===== src/rtl/b10_tally_station.sv =====
// Station side of the b10 vote link: handshakes frames in, replies ACK/NACK, tallies votes into saturating counters.
// Optional wait-state watchdog is enabled by defining TALLY_TIMEOUT_EN.
module b10_tally_station #(
   parameter int       CNT_W     = 8,
   parameter logic [3:0] ACK_CODE  = 4'b0110,
   parameter logic [3:0] NACK_CODE = 4'b0000
`ifdef TALLY_TIMEOUT_EN
   ,
   parameter int       TIMEOUT   = 255
`endif
) (
   input  logic             clk_i,
   input  logic             rst_ni,
   input  logic             start_i,
   input  logic             tally_clr_i,
   input  logic [3:0]       v_out_i,
   input  logic             cts_i,
   input  logic             ctr_i,
   output logic             rtr_o,
   output logic             rts_o,
   output logic [3:0]       v_in_o,
   output logic [CNT_W-1:0] green_cnt_o,
   output logic [CNT_W-1:0] red_cnt_o,
   output logic [CNT_W-1:0] blank_cnt_o,
   output logic [CNT_W-1:0] err_cnt_o,
   output logic             session_done_o,
   output logic             busy_o,
   output logic             timeout_err_o
);

   localparam logic [3:0] END_CODE = 4'b0110;

   typedef enum logic [2:0] {S_OFF, S_RDY, S_WCTR, S_WCTRL, S_WCTS, S_ENDW} state_e;

   state_e           state_q;
   logic             start_q;
   logic [3:0]       frm_q;
   logic [3:0]       reply_q;
   logic             pend_q;
   logic             nack_q;
   logic             start_fall;
   logic             adv;
   logic             frm_ok;
   logic             echo;
   logic [3:0]       reply_w;
   logic             inc_g, inc_r, inc_b, inc_e;
   logic [CNT_W-1:0] green_d, red_d, blank_d, err_d;

   function automatic logic [CNT_W-1:0] sat_inc(input logic [CNT_W-1:0] x);
      return (x == {CNT_W{1'b1}}) ? x : x + 1'b1;
   endfunction

   assign start_fall = start_q & ~start_i;
   assign busy_o     = (state_q != S_OFF);

   // Condition that lets the current state move on; used by the FSM and the watchdog.
   always_comb begin
      adv = 1'b0;
      case (state_q)
         S_OFF:   adv = start_fall;
         S_RDY:   adv = cts_i;
         S_WCTR:  adv = ctr_i;
         S_WCTRL: adv = ~ctr_i;
         S_WCTS:  adv = ~cts_i;
         S_ENDW:  adv = ~cts_i;
         default: adv = 1'b0;
      endcase
   end

   always_comb begin
      frm_ok  = (frm_q[3] == ^frm_q[2:0]);
      echo    = nack_q && (frm_q == NACK_CODE);
      inc_g   = 1'b0;
      inc_r   = 1'b0;
      inc_b   = 1'b0;
      inc_e   = 1'b0;
      reply_w = ACK_CODE;
      if (echo) begin
         reply_w = ACK_CODE;
      end else if (!frm_ok) begin
         inc_e   = 1'b1;
         reply_w = NACK_CODE;
      end else if (frm_q[0] & frm_q[1] & ~frm_q[2]) begin
         inc_g = 1'b1;
      end else if (frm_q[0] & frm_q[2] & ~frm_q[1]) begin
         inc_r = 1'b1;
      end else begin
         inc_b = 1'b1;
      end
   end

   always_comb begin
      green_d = green_cnt_o;
      red_d   = red_cnt_o;
      blank_d = blank_cnt_o;
      err_d   = err_cnt_o;
      if (tally_clr_i) begin
         green_d = '0;
         red_d   = '0;
         blank_d = '0;
         err_d   = '0;
      end else if (pend_q) begin
         if (inc_g) green_d = sat_inc(green_cnt_o);
         if (inc_r) red_d   = sat_inc(red_cnt_o);
         if (inc_b) blank_d = sat_inc(blank_cnt_o);
         if (inc_e) err_d   = sat_inc(err_cnt_o);
      end
   end

   always_ff @(posedge clk_i or negedge rst_ni) begin
      if (!rst_ni) begin
         green_cnt_o <= '0;
         red_cnt_o   <= '0;
         blank_cnt_o <= '0;
         err_cnt_o   <= '0;
      end else begin
         green_cnt_o <= green_d;
         red_cnt_o   <= red_d;
         blank_cnt_o <= blank_d;
         err_cnt_o   <= err_d;
      end
   end

`ifdef TALLY_TIMEOUT_EN
   localparam int TW = $clog2(TIMEOUT + 1);
   logic [TW-1:0] tmo_q;
   logic          tmo_hit;
   assign tmo_hit = (state_q != S_OFF) && !adv && (tmo_q == TW'(TIMEOUT - 1));
`endif

   always_ff @(posedge clk_i or negedge rst_ni) begin
      if (!rst_ni) begin
         state_q        <= S_OFF;
         start_q        <= 1'b0;
         frm_q          <= '0;
         reply_q        <= '0;
         pend_q         <= 1'b0;
         nack_q         <= 1'b0;
         rtr_o          <= 1'b0;
         rts_o          <= 1'b0;
         v_in_o         <= '0;
         session_done_o <= 1'b0;
`ifdef TALLY_TIMEOUT_EN
         tmo_q          <= '0;
         timeout_err_o  <= 1'b0;
`endif
      end else begin
         start_q        <= start_i;
         session_done_o <= 1'b0;
         pend_q         <= 1'b0;
         // Classification lands one cycle after the frame is latched.
         if (pend_q) begin
            nack_q  <= ~echo & ~frm_ok;
            reply_q <= reply_w;
         end
         case (state_q)
            S_OFF: if (start_fall) begin
               state_q <= S_RDY;
               rtr_o   <= 1'b1;
               nack_q  <= 1'b0;
`ifdef TALLY_TIMEOUT_EN
               timeout_err_o <= 1'b0;
`endif
            end
            S_RDY: if (cts_i) begin
               frm_q <= v_out_i;
               if (v_out_i == END_CODE) begin
                  state_q <= S_ENDW;
                  rtr_o   <= 1'b0;
               end else begin
                  state_q <= S_WCTR;
                  pend_q  <= 1'b1;
               end
            end
            S_WCTR: if (ctr_i) begin
               v_in_o  <= pend_q ? reply_w : reply_q;
               rts_o   <= 1'b1;
               state_q <= S_WCTRL;
            end
            S_WCTRL: if (!ctr_i) begin
               rts_o   <= 1'b0;
               rtr_o   <= 1'b0;
               state_q <= S_WCTS;
            end
            S_WCTS: if (!cts_i) begin
               rtr_o   <= 1'b1;
               state_q <= S_RDY;
            end
            S_ENDW: if (!cts_i) begin
               session_done_o <= 1'b1;
               state_q        <= S_OFF;
            end
            default: state_q <= S_OFF;
         endcase
`ifdef TALLY_TIMEOUT_EN
         tmo_q <= (adv || state_q == S_OFF) ? '0 : tmo_q + 1'b1;
         if (tmo_hit) begin
            state_q       <= S_OFF;
            rtr_o         <= 1'b0;
            rts_o         <= 1'b0;
            timeout_err_o <= 1'b1;
            tmo_q         <= '0;
         end
`endif
      end
   end

`ifndef TALLY_TIMEOUT_EN
   assign timeout_err_o = 1'b0;
`endif

endmodule

===== config.mk =====
export PLATFORM = sky130hd
export DESIGN_NAME = b10_tally_station
export DESIGN_NICKNAME = d
export VERILOG_FILES = /design/src/rtl/b10_tally_station.sv
export SDC_FILE = /design/constraint.sdc
export NUM_CORES = 1
export LEC_CHECK = 0
export ABC_AREA = 1
export BUFFER_PORTS_ARGS = -buffer_cell sky130_fd_sc_hd__buf_4
export CORE_MARGIN = 2
export CORE_UTILIZATION = 35
export CTS_CLUSTER_DIAMETER = 200
export DETAILED_ROUTE_END_ITERATION = 10
export PLACE_DENSITY = 0.53
export SYNTH_ARGS = -nofsm -noshare
export SYNTH_HDL_FRONTEND = slang
export SYNTH_SLANG_ARGS = --single-unit

===== constraint.sdc =====
create_clock -name clk_i -period 1.95 [get_ports clk_i]
set_input_delay 0.195 -clock clk_i [delete_from_list [all_inputs] [get_ports clk_i]]
set_output_delay 0.195 -clock clk_i [all_outputs]
set_load 0.01 [all_outputs]

==> metrics.md, run 1 <==
| Metric | Value |
|---|---|
| Core Area | 0.00876 sq mm |
| Synth Flop Type | dfrtp_1 |
| Final Hold Viols | 0 |
| Worst slew pin tran | between 600 and 700 ps |
| Warnings from Yosys | 0 |
| Sum of routed wire length over all layers | 6870 microns |
| CTS tree | yes |
| # diodes | 0 |
| Pin count of the biggest net entering global routing | 54 |
| CP max FO | 7 |
| PostCTS Resize Cnt | 0 |
| Mux cell area share after synthesis | 0% |
| R2r setup slk | 320 ps |
| Mean Syn Cell Area | 7.68 sq um |
| Max incr delay on CP | 390 ps |
| RR Endpoint | green_cnt_o[7] |
| Crit path required time | 2140 ps |
| Pwr dens | 935 mW/mm^2 |
| DIE AREA | 0.00981 sq mm |
| Die height | 99.1 microns |
| Crit path kind | flip-flop to flip-flop |
| Ports | 51 |
| Crit path from | frm_q[0] |
| Design area | between 0.003 and 0.004 sq mm |
| Root Driver | clkbuf_8 |
| WHS Path Cells | 1 |
| Power Total | ~3.5 mW |
| DRC viols | 0 |
| Post-synthesis xor/xnor area fraction | 2.49% |
| Max_cap viols | 0 |
| Vias per inst | 4.87 |
| Global Route Usage Sum | 14.9% |
| Largest family of logic cells by synthesized area | simple AND/OR/NAND/NOR gates |
| Most common cell in the synthesized netlist | nand2_1 |
| Leading area contributor after synthesis | dfrtp_1 |
| Crit path DAT | 1830 ps |
| Port Buffer Count | 49 |
| Status | completed |
| DR iter-0 viols | 114 |
| Slew headroom | between 50% and 60% |
| Post-synth top cells | nand2_1, dfrtp_1, nor2_1, nand3_1, inv_1 |
| Filler Cell Count | 891 |
| Fraction of layout cells with a size suffix above 1 | 22.2% |
| Syn nets | 428 |
| Post-DRT Antenna Nets | 0 |
| CTS Buf Count | 5 |
| DR pass1 iterations | 5 |
| Initial antenna violation count | 0 |
| Crit-path cells | inv_1 -> ha_1 -> inv_1 -> nand3_4 -> nand2_8 -> nand2_4 -> nand2_4 -> nand3_4 -> nand2_1 -> nand2_1 |
| Routed vias | around 2800 |
| Area contributors post-synth | dfrtp_1, nand2_1, nand3_1 |
| Chip width | 99.1 microns |
| Fin crit period | approximately 1600 ps |
| Synth Area in Compound Gates | 5.50% |
| Number of synthesized flops with an enable pin | 0 |
| CP max-delay cell | dfrtp_1 |
| Wire per inst | 12.0 microns |
| Share of the synthesized area in the top cell type | 41.9% |
| Longest Clk Path Bufs | 2 |
| Final setup viols | 0 |
| Hold wc startpoint | start_i |
| CTS H-Tree Depth | 2 |
| VDD IR max | between 0.0006 and 0.0007 V |
| Multi-input gate area | between 0.0015 and 0.002 sq mm |
| Final setup TNS | 0 ps |
| Critical R2R Launch | frm_q[0] |
| Via count of the first global-routing pass | 2646 |
| Starting Density | between 30% and 40% |
| Startpoint types | flip-flop |
| Gpl congestion | approximately 0.8 |
| Synth Instances | a little over 400 |
| Adder-cell share of the synthesized area | 2.37% |
| HPWL Detailed | 5020 microns |
| Rows | 34 |
| Total gr overflow | 0 |
| Leak pwr | 1.89 nW |
| Setup Skew | ~2.6 ps |
| Clock Latency Late Sink | 300 ps |
| Hold EP | start_q |
| HP Class | input port to flip-flop |
| Simple-gate portion of the synthesized area | between 40% and 50% |
| CTS sink count | 53 |
| Depth of the most critical reg-to-reg path | 10 |
| Crit. End Element | flip-flop |
| Post-synthesis sequential area ratio | 41.9% |
| Post-synthesis sequential element count | 53 |
| Reg area | 0.00133 sq mm |
| Post-CTS setup buffers | 0 |
| Util after Layout | 42.9% |
| Async SR Flop Fraction | 100% |
| RSZ-0062 raised after global routing | false |
| First-pass GRT wire length | 12300 microns |
| Synthesized area | roughly 0.0032 sq mm |
| Worst-path clk slew | 90 ps |
| Final net count | 480 |
| Placed Area | 0.00365 sq mm |
| Fin. max-slew vios | 0 |
| Count of cell types in the netlist | 34 |
| Fmax | 0.613 GHz |
| Tcrit/Tclk final | 83.7% |
| P&R area growth vs syn | 18.8% |
[critical path: cells and delay by family, from the launching register on]
kind                       cells  cell delay, ps
and+or+nand+nor                7             650
buffers and inverters          2             160
DFF                            1             390
adders and majority gates      1             320
[worst max-delay path by stage]
stage,to,depth (start not counted)
final,green_cnt_o[7],10
after CTS,green_cnt_o[7],10
after global placement,err_cnt_o[4],10
after floorplan,green_cnt_o[5],10
after global routing,err_cnt_o[3],8
after detailed placement,err_cnt_o[3],10
[cells in the final DEF, fill, tap and decap left out, types with 2 or more instances in the layout]
cell type	n
nand3_2	2
a31oi_1	2
nand4_1	16
nor3_1	5
nand3_4	4
nand2_4	6
o21ai_2	5
nor2_4	2
nand2_1	125
a21oi_1	7
nor3b_1	2
nor2_1	47
nor2_2	6
buf_4	51
xor2_1	5
o21ai_1	10
nand2_2	6
inv_1	32
dfrtp_1	53
inv_2	9
o21bai_1	3
o21ai_0	2
nand3_1	39
nand2_8	2
ha_1	6
xnor2_1	4
clkbuf_8	7
[what timing repair did]
item | CTS | global route
endpoints found under the hold margin | 53 | 0
hold buffers | 1 | 0
setup endpoints to repair | 0 | 0
[through the flow]
| step | instances | hold slack, ps | worst slack (ps) |
|---|---|---|---|
| floorplan | 412 | -101 | 460 |
| global placement | 564 | 292 | 361 |
| detailed placement | 564 | 297 | 328 |
| CTS | 573 | 7.70 | 305 |
| global route | 573 | 4.65 | 155 |
| finish | 573 | 17.1 | 318 |
[metal layers]
metal,up-vias,wire (microns),share of wire [%],track usage [%]
met2,64,3190,46,23.4
met4,0,59,0.86,3.79
met5,-,0,0,0
met3,7,287,4.2,2.70
li1,1428,-,-,-
met1,1294,3330,49,21.2
[layout make-up]
type	instances	area share [%]
Multi-Input combinational cell	310	43.8
Sequential cell	53	35.3
Timing Repair Buffer	52	10.5
Inverter	42	4.20
Tap cell	108	3.60
Clock buffer	7	2.56
Clock inverter	1	0.133
[registers in the layout, indices dropped and copies added (netlist names), 3 cells and up]
signal,count
blank_cnt_o,8
err_cnt_o,8
frm_q,4
state_q,3
reply_q,4
red_cnt_o,8
green_cnt_o,8
v_in_o,4
[logic make-up after synthesis]
kind of cell | Yosys count
AO/OA/AOI/OAI | 29
XOR/XNOR | 9
adder cells (fa/ha/maj) | 6
buffers and inverters | 49
flip-flops | 53
other | 1
AND/OR/NAND/NOR | 265
[power by group]
group | switching [mW] | leakage, nW | total (mW) | internal, mW
logic | 0.892 | 1.13 | 1.39 | 0.502
clock network | 0.352 | 0.0542 | 0.673 | 0.322
registers | 0.172 | 0.707 | 1.45 | 1.27
total | 1.42 | 1.89 | 3.51 | 2.10
(Power assumes the default switching activity.)
==> inputs of run 2 (changes only) <==
==> constraint.sdc (replaced) <==
create_clock -name clk_i -period 1.6 [get_ports clk_i]
set_input_delay 0.16 -clock clk_i [delete_from_list [all_inputs] [get_ports clk_i]]
set_output_delay 0.16 -clock clk_i [all_outputs]
set_load 0.01 [all_outputs]
==> metrics.md, run 2 (synthesis results as in run 1) <==
| Metric | Value |
|---|---|
| Status | completed |
| Initial antenna violation count | 0 (unchanged) |
| Global Route Usage Sum | 15.1% (+0.25 points) |
| Worst-path clk slew | 100 ps (about the same) |
| # diodes | 0 (unchanged) |
| Crit path kind | flip-flop to flip-flop |
| Fmax | 0.650 GHz (+6.1%) |
| Pwr dens | 1120 mW/mm^2 (+20%) |
| Fraction of layout cells with a size suffix above 1 | 28.9% (+6.8 points) |
| Final setup viols | 0 (unchanged) |
| Clock Latency Late Sink | 310 ps (about the same) |
| CP max-delay cell | dfrtp_1 |
| CP Buf/Inv Count | 1 (-1) |
| Most frequent cells in the layout | nand2_1, buf_4, dfrtp_1 |
| Crit-path most repeated cell | nand3_1 |
| CP top delay family | simple AND/OR/NAND/NOR gates |
| Leak pwr | 2.01 nW (+6.1%) |
| CTS H-Tree Depth | 2 (unchanged) |
| CTS tree | yes |
| RSZ-0062 raised after global routing | true |
| Crit path DAT | 1790 ps (-40 ps) |
| Vias per inst | 4.80 (-1.5%) |
| DIE AREA | 0.00981 sq mm (unchanged) |
| DR pass1 iterations | 7 (+2) |
| Max_cap viols | 0 (unchanged) |
| Longest Clk Path Bufs | 2 (unchanged) |
| Tcrit/Tclk final | 96.1% (+12 points) |
| Ports | 51 (unchanged) |
| Starting Density | 36.1% (unchanged) |
| Placed Area | 0.00377 sq mm (+3.4%) |
| P&R area growth vs syn | 26.8% |
| Gpl congestion | 0.817 (+2.6%) |
| Power Total | 4.50 mW (+28%) |
| Critical R2R Launch | blank_cnt_o[0] |
| Hold wc startpoint | cts_i |
| Die height | 99.1 microns (unchanged) |
| Post-DRT Antenna Nets | 0 (unchanged) |
| Total gr overflow | 0 (unchanged) |
| Via count of the first global-routing pass | 2677 (+1.2%) |
| Sum of routed wire length over all layers | 7260 microns (+5.7%) |
| Core Area | 0.00876 sq mm (unchanged) |
| Pin count of the biggest net entering global routing | 30 (-44%) |
| Design area | 0.00401 sq mm (+6.8%) |
| CTS sink count | 53 (unchanged) |
| Fin crit period | 1540 ps (-94.3 ps) |
| Fin. max-slew vios | 0 (unchanged) |
| CP max FO | 4 (-3) |
| Crit path required time | 1850 ps (-290 ps) |
| Crit path from | blank_cnt_o[0] |
| Chip width | 99.1 microns (unchanged) |
| Setup Skew | 6.29 ps (+3.67 ps) |
| Root Driver | clkbuf_8 |
| DRC viols | 0 (unchanged) |
| Wire per inst | 12.1 microns (+1.1%) |
| VDD IR max | 0.000656 V (+5.6%) |
| Port Buffer Count | 49 (unchanged) |
| Rows | 34 (unchanged) |
| Final net count | 506 (+5.4%) |
| R2r setup slk | 60 ps (-260 ps) |
| Crit. End Element | flip-flop |
| First-pass GRT wire length | 12400 microns (+0.95%) |
| Routed vias | 2877 (+3.0%) |
| CTS Buf Count | 5 (unchanged) |
| HP Class | input port to flip-flop |
| DR iter-0 viols | 92 (-19%) |
| Most common cell after layout, fill and taps aside | nand2_1 |
| Startpoint types | flip-flop |
| Final Hold Viols | 0 (unchanged) |
| Max incr delay on CP | 370 ps (-20 ps) |
| HPWL Detailed | 5180 microns (+3.2%) |
| Crit-path cells | ha_2 -> nand3_1 -> nor2_2 -> nand4_1 -> buf_4 -> nand3_2 -> nand3_1 -> nand2_1 |
-- run 2: worst reg2reg max path: cells and delay by family, from the launching register on --
family	cells	cell delay, ps
fa+ha+maj	1	200
buf+inv	1	200
flops	1	370
simple gates	6	710
-- run 2: path summary, 6_finish.rpt --
check,to,depth (start not counted)
max,blank_cnt_o[1],8
min,session_done_o,2
max reg2reg,blank_cnt_o[1],8
min reg2reg,rts_o,2
max in group asynchronous,green_cnt_o[1],3
min in group asynchronous,red_cnt_o[4],2
-- run 2: area by class of cell --
| class | count | area [sq um] |
|---|---|---|
| fillers | 878 | 4750 |
| repair buffers | 77 | 596 |
| clock inverters | 3 | 17.5 |
| inverters | 42 | 158 |
| multi-input cells | 311 | 1710 |
| clock buffers | 5 | 68.8 |
| well taps | 108 | 135 |
| flip-flops and latches | 53 | 1330 |
-- run 2: metal layers --
| layer | GRT usage [%] | wire [microns] |
|---|---|---|
| met1 | 20.6 | 3520 |
| met2 | 24.8 | 3410 |
| met3 | 2.98 | 246 |
| met4 | 3.58 | 79 |
| met5 | 0 | 0 |
-- run 2: power breakdown --
group          switching [mW]  total, mW  internal [mW]
logic                    1.21       2.00          0.795
registers               0.189       1.74           1.55
clock network           0.454      0.758          0.303
total                    1.85       4.50           2.65
-- run 2: stage by stage --
stage | util, % | std cells | hold WS (ps) | worst slack [ps] | TNS, ps
6_report | 45.8 | 599 | 60.9 | 62.7 | 0
3_5_place_dp | 43.0 | 579 | 125 | 43.7 | 0
4_1_cts | 44.2 | 589 | 41.1 | 23.5 | 0
3_3_place_gp | 43.0 | 579 | 124 | 73.9 | 0
5_1_grt | 45.8 | 599 | 40.4 | -59.0 | -434
2_1_floorplan | - | 412 | -136 | 110 | 0
-- run 2: repair_timing --
action | 4_1_cts | 5_1_grt
endpoints found under the setup margin | 0 | 31
gates resized for setup | 0 | 16
hold buffers | 2 | 0
setup buffers | 0 | 9
hold endpoints to repair | 28 | 0
